<file path="src/rtl/ice_rst_pkg.sv">
// Shared reset-sequencing types and defaults.
// Other reset-aware blocks reuse the timing constants.
package ice_rst_pkg;

  typedef enum logic [1:0] {
    ST_HOLD = 2'b00,
    ST_GAP  = 2'b01,
    ST_DONE = 2'b10
  } state_t;

  localparam int DEF_NUM_STAGES  = 3;
  localparam int DEF_HOLD_CYCLES = 16;
  localparam int DEF_GAP_CYCLES  = 4;
  localparam int DEF_CNT_W       = 8;

endpackage

</file>
<file path="src/rtl/rst_seq_if.sv">
// Control/status bundle of the reset sequencer.
// master = requester side, slave = sequencer side.
interface rst_seq_if #(
  parameter int NUM_STAGES = 3
);

  logic                  soft_req;
  logic                  hold;
  logic [NUM_STAGES-1:0] rst_out_n;
  logic                  seq_done;
  logic                  busy;
  logic                  soft_ack;

  modport master (
    output soft_req, hold,
    input  rst_out_n, seq_done, busy, soft_ack
  );

  modport slave (
    input  soft_req, hold,
    output rst_out_n, seq_done, busy, soft_ack
  );

endinterface

</file>
<file path="src/rtl/rst_seq.sv">
// Ordered release of active-low reset domains.
// Hold period, then one domain per gap; soft restart.
module rst_seq
  import ice_rst_pkg::*;
#(
  parameter int NUM_STAGES  = DEF_NUM_STAGES,
  parameter int HOLD_CYCLES = DEF_HOLD_CYCLES,
  parameter int GAP_CYCLES  = DEF_GAP_CYCLES,
  parameter int CNT_W       = DEF_CNT_W
) (
  input  logic     clk,
  input  logic     reset_n,
  rst_seq_if.slave bus
);

  localparam logic [CNT_W-1:0] HOLD_LAST =
    CNT_W'(HOLD_CYCLES - 1);
  localparam logic [CNT_W-1:0] GAP_LAST =
    CNT_W'(GAP_CYCLES - 1);
  localparam logic [3:0] IDX_LAST =
    4'(NUM_STAGES - 1);
  localparam logic [NUM_STAGES-1:0] ONE =
    NUM_STAGES'(1);

  state_t                state_q, state_d;
  logic [CNT_W-1:0]      cnt_q, cnt_d;
  logic [3:0]            idx_q, idx_d;
  logic [NUM_STAGES-1:0] rst_q, rst_d;
  logic                  done_q, done_d;
  logic                  busy_q, busy_d;
  logic                  ack_q, ack_d;

  // State and output registers with synchronous reset
  always_ff @(posedge clk) begin
    if (!reset_n) begin
      state_q <= ST_HOLD;
      cnt_q   <= '0;
      idx_q   <= '0;
      rst_q   <= '0;
      done_q  <= 1'b0;
      busy_q  <= 1'b1;
      ack_q   <= 1'b0;
    end else begin
      state_q <= state_d;
      cnt_q   <= cnt_d;
      idx_q   <= idx_d;
      rst_q   <= rst_d;
      done_q  <= done_d;
      busy_q  <= busy_d;
      ack_q   <= ack_d;
    end
  end

  // Next state: soft_req restarts from any state
  always_comb begin
    state_d = state_q;
    cnt_d   = cnt_q;
    idx_d   = idx_q;
    rst_d   = rst_q;
    done_d  = done_q;
    busy_d  = busy_q;
    ack_d   = bus.soft_req;
    if (bus.soft_req) begin
      state_d = ST_HOLD;
      cnt_d   = '0;
      idx_d   = '0;
      rst_d   = '0;
      done_d  = 1'b0;
      busy_d  = 1'b1;
    end else begin
      unique case (state_q)
        ST_HOLD: begin
          if (bus.hold) begin
            cnt_d = '0;
          end else if (cnt_q == HOLD_LAST) begin
            cnt_d = '0;
            idx_d = 4'd1;
            rst_d = rst_q | ONE;
            if (NUM_STAGES == 1) begin
              state_d = ST_DONE;
              done_d  = 1'b1;
              busy_d  = 1'b0;
            end else begin
              state_d = ST_GAP;
            end
          end else begin
            cnt_d = cnt_q + CNT_W'(1);
          end
        end
        ST_GAP: begin
          if (cnt_q == GAP_LAST) begin
            cnt_d = '0;
            idx_d = idx_q + 4'd1;
            rst_d = rst_q | (ONE << idx_q);
            if (idx_q == IDX_LAST) begin
              state_d = ST_DONE;
              done_d  = 1'b1;
              busy_d  = 1'b0;
            end
          end else begin
            cnt_d = cnt_q + CNT_W'(1);
          end
        end
        ST_DONE: begin
          state_d = ST_DONE;
        end
        default: begin
          state_d = ST_HOLD;
        end
      endcase
    end
  end

  assign bus.rst_out_n = rst_q;
  assign bus.seq_done  = done_q;
  assign bus.busy      = busy_q;
  assign bus.soft_ack  = ack_q;

endmodule
</file>
<file path="src/flat_wrapper.sv">
// flat-port wrapper written by rule: the top's interface ports become plain ports
module rst_seq_flat import ice_rst_pkg::*;
#(
  parameter int NUM_STAGES  = DEF_NUM_STAGES,
  parameter int HOLD_CYCLES = DEF_HOLD_CYCLES,
  parameter int GAP_CYCLES  = DEF_GAP_CYCLES,
  parameter int CNT_W       = DEF_CNT_W
)
  (clk, reset_n, bus_soft_req, bus_hold, bus_rst_out_n, bus_seq_done, bus_busy, bus_soft_ack);
  rst_seq_if #(.NUM_STAGES(NUM_STAGES)) bus_i ();
  input  logic clk;
  input  logic reset_n;
  input wire logic [$bits(bus_i.soft_req)-1:0] bus_soft_req;
  input wire logic [$bits(bus_i.hold)-1:0] bus_hold;
  output wire logic [$bits(bus_i.rst_out_n)-1:0] bus_rst_out_n;
  output wire logic [$bits(bus_i.seq_done)-1:0] bus_seq_done;
  output wire logic [$bits(bus_i.busy)-1:0] bus_busy;
  output wire logic [$bits(bus_i.soft_ack)-1:0] bus_soft_ack;
  assign bus_i.soft_req = bus_soft_req;
  assign bus_i.hold = bus_hold;
  assign bus_rst_out_n = bus_i.rst_out_n;
  assign bus_seq_done = bus_i.seq_done;
  assign bus_busy = bus_i.busy;
  assign bus_soft_ack = bus_i.soft_ack;
  rst_seq #(.NUM_STAGES(NUM_STAGES), .HOLD_CYCLES(HOLD_CYCLES), .GAP_CYCLES(GAP_CYCLES), .CNT_W(CNT_W)) u_core (.clk(clk), .reset_n(reset_n), .bus(bus_i));
endmodule
</file>
<file path="config.mk">
export PLATFORM = sky130hd
export DESIGN_NAME = rst_seq_flat
export DESIGN_NICKNAME = d
export VERILOG_FILES = /design/src/rtl/ice_rst_pkg.sv /design/src/rtl/rst_seq_if.sv /design/src/rtl/rst_seq.sv /design/src/flat_wrapper.sv
export SDC_FILE = /design/constraint.sdc
export NUM_CORES = 1
export LEC_CHECK = 0
export ABC_AREA = 1
export CELL_PAD_IN_SITES_DETAIL_PLACEMENT = 0
export CELL_PAD_IN_SITES_GLOBAL_PLACEMENT = 1
export CORE_UTILIZATION = 44
export CTS_CLUSTER_SIZE = 30
export DETAILED_ROUTE_END_ITERATION = 10
export PLACE_DENSITY_LB_ADDON = 0.1
export SETUP_SLACK_MARGIN = 0.1
export SKIP_LAST_GASP = 1
export SLEW_MARGIN = 20
export SYNTH_ARGS = -nofsm -noshare
export SYNTH_HDL_FRONTEND = slang
export SYNTH_SLANG_ARGS = --single-unit
</file>
<file path="constraint.sdc">
create_clock -name clk -period 2.5 [get_ports clk]
set_input_delay 0.75 -clock clk [delete_from_list [all_inputs] [get_ports clk]]
set_output_delay 0.75 -clock clk [all_outputs]
set_load 0.1 [all_outputs]
</file>
==> run summary <==
The post-synth net total came out at 165. The detailed-route via count came out at 957. The run finished with clean final reports. The placeable core area is 2480 sq um.

Ranked by total cell area, the synthesized netlist is headed by dfxtp_1 (35%), nand2_1 (8.4%), inv_1 (7.1%). Yosys mapped a number of flops with a built-in enable equal to 0. The clock edge transition at the registers on the reported setup and hold paths is 110 ps. Setup repair after global routing left no endpoint under its margin.

Based on the critical path, the design can be clocked at up to 534 MHz. TritonCTS built the clock tree. Measured against its own limit, the worst slew margin works out to 0.675. The die height is 53.3 um. The first global-routing pass estimated 3620 um of wire. In the final layout, the share of cells above drive strength 1 is 0.188.

The post-layout minimum cycle time came out at 1870 ps. The initial core utilization came out at 0.467. The number of antenna violations at the first check in global routing was 0. The post-cts resize count is 0. The overall power of the completed layout is 0.498 mW.

The number of warnings issued by yosys came out at 0. The final critical-path share of the clock period came out at 0.749. The number of top-level pins came out at 10. The mean instance size in the synthesized netlist is 7.47 sq um. The tightest min-delay check is of the register to register type. The worst-case clock buffer depth is 2. Hold repair after CTS inserted 0 buffers.

The detailed router finished its first iteration with 16 violations. The post-layout net count is 177. The final count of hold timing violations was 0. Summed over all cells, the static leakage comes to 0.537 nW. The remaining design rule violation count came out at 0.

The startpoint identified for the worst register-to-register timing path is u_core.state_q[1]$_SDFFE_PP0P_. The overall track demand over capacity in global routing is 0.177. The count of inserted antenna diode cells came out at 0. The power spent charging and discharging nets is 0.113 mW. The prevailing post-synth register cell is dfxtp_1. The number of global-route vias before repair is 857. The worst slack after detailed placement is 326 ps. The endpoint of the worst hold path is u_core.bus.rst_out_n[1]$_SDFFE_PP0P_. The final global-route overflow total is 0. The sequential share of power came out at 0.646. The depth of the worst register-to-register path is 9. The cell with the most instances after synthesis is nand2_1. In the synthesized netlist, the cells that appear most often are nand2_1 (26), inv_1 (22), dfxtp_1 (20), nor2_1 (18), a21oi_1 (11). Of all cell types, the one taking the most synthesized area is dfxtp_1.

The weighted congestion at the end of routability-driven global placement is 0.733. The wire length per cell after detailed routing is 10.6 um. In this run the worst setup path begins at reset_n. The internal reg-to-reg setup slack is 750 ps. The cell sitting at the root of the clock tree is a clkbuf_4. The required arrival time at the worst endpoint is 2730 ps. The cell count after synthesis is 155. CTS built an H-tree with a depth of 1. Counting every sink on the clock net gives 20. The maximum clock skew at final layout is 12.7 ps. The total standard cell area after synthesis came out at 1160 sq um. The share of synthesized area in the top cell type comes to 0.346. The setup-violating endpoint count in the final report is 0.

The number of rows in the core area is 18. The clock latency on the worst-skew pair came out at 300 ps. The worst setup path is launched from an input pin. In this run the horizontal extent of the chip is 53.3 um.

Input and output buffers added on the ports amount to 9. Compared with the post-synthesis result, the final layout area differs by 10.3%. Internal power comes to 0.385 mW.

In this run, placement finished with an instance count of 192. The slew at the pin closest to its max-slew limit came out at 488 ps. The flip-flop and latch count after synthesis is 20. In the final timing run, aggregate negative setup slack is 0 ps.

The clock buffer count from CTS came out at 3. Final hold analysis gives a worst-case slack of 457 ps. The total power per unit cell area is 390 nW/um^2. The async set-or-reset flop fraction in the synthesized netlist came out at 0. The floorplan step defined a die boundary enclosing 2840 sq um.

The half-perimeter wire length after detailed placement came out at 1630 um. The first-pass iteration count of the detailed router is 5. The share of synthesized area occupied by flip-flops and latches came out at 0.346.

The part of the total power dissipated in the clock network is 0.304. The finished layout holds 195 standard cells, fillers aside. The maximum number of pins on one net before global-route repair is 11. The number of pins exceeding their max-slew limit in the final report came out at 0. The count of maximum capacitance violations is 0.

The post-synthesis cell type count came out at 27. The final worst setup slack came out at 628 ps. The worst setup path is captured at a register. The maximum vdd drop came out at 0.000318 V.

The worst hold path cell count came out at 2. The post-CTS setup buffer count came out at 0. Along the worst path, the maximum fanout reaches 10. After detailed routing, the number of vias per cell comes to 4.91. The layout has 268 filler cells. The fraction of power spent switching nets is 0.226. The capture instance of the worst register-to-register path is u_core.cnt_q[6]$_SDFFE_PP0P_. The antenna violation net count after detailed routing came out at 0. The start point of the worst min-delay path is u_core.bus.rst_out_n[1]$_SDFFE_PP0P_. The worst endpoint data arrival time came out at 2100 ps. The critical path is of the input pin to register type.

The routed design has 2060 um of wire. The share of total power dissipated in combinational logic is 0.051.
## worst max-delay path by stage
stage                     slack [ps]  depth (start not counted)                            to
final                            630                          6  u_core.cnt_q[1]$_SDFFE_PP0P_
after global routing             560                          6  u_core.cnt_q[1]$_SDFFE_PP0P_
after CTS                        640                          6  u_core.cnt_q[1]$_SDFFE_PP0P_
after detailed placement         330                          6  u_core.cnt_q[1]$_SDFFE_PP0P_
after global placement           390                          6  u_core.cnt_q[1]$_SDFFE_PP0P_
after floorplan                  820                          0              bus_rst_out_n[0]
## registers in the layout, summed over array words and instances, names as in the netlist
signal	flops
u_core.state_q	2
u_core.bus.busy	1
u_core.bus.seq_done	1
u_core.bus.rst_out_n	3
u_core.idx_q	4
u_core.cnt_q	8
u_core.bus.soft_ack	1
## cells by family after synthesis
kind of cell / share of synthesized area
simple gates: 0.394
xor+xnor: 0.0227
buf+inv: 0.0919
fa+ha+maj: 0.0649
flops: 0.346
compound gates: 0.0811
## layer usage
layer | global-route usage | wire length, um | vias to the layer above
li1 | - | - | 512
met1 | 0.225 | 1060 | 431
met2 | 0.283 | 933 | 9
met3 | 0.0345 | 38 | 5
met4 | 0.0789 | 31 | 0
met5 | 0 | 0 | -
## area by class of cell
type                            instances  area, sq um  share of cell area
Tap cell                               30         37.5              0.0294
Sequential cell                        20          400               0.314
Multi-Input combinational cell        109          651               0.510
Inverter                               24         90.1              0.0706
Clock buffer                            3         22.5              0.0176
Timing Repair Buffer                    9         75.1              0.0588
## placed cells by master, fill, tap and decap left out, drive strengths merged
master / Yosys / layout
a21oi: 11 / 11
dfxtp: 20 / 20
ha: 6 / 6
xor2: 2 / 2
nand2: 32 / 32
inv: 24 / 24
clkbuf: 0 / 3
clkdlybuf4s50: 0 / 3
nor2: 27 / 27
or2: 2 / 2
xnor2: 1 / 1
nand4: 5 / 5
nand3b: 1 / 1
o31ai: 1 / 1
o21ai: 4 / 4
buf: 2 / 6
nor3: 6 / 6
nand3: 11 / 11
## power groups by stage
stage	Sequential (mW)	Clock, mW	Combinational [mW]
finish	0.321	0.151	0.0252
global route	0.322	0.165	0.0271
CTS	0.321	0.154	0.0253
detailed placement	0.329	0	0.0252
global placement	0.328	0	0.0246
floorplan	0.335	0	0.0105
## critical path: stages
cell and delay, ps:
clkdlybuf4s50_1 470, inv_1 30, or2_1 340, inv_2 150, nand2_1 170, nor3_1 180
## through the flow
stage                     instance area [sq um]  utilization
after floorplan                            1160            -
after global placement                     1250        0.506
after detailed placement                   1250        0.506
after CTS                                  1280        0.515
after global routing                       1280        0.515
final                                      1280        0.515
No activity file was read; power rests on OpenSTA's default activity.
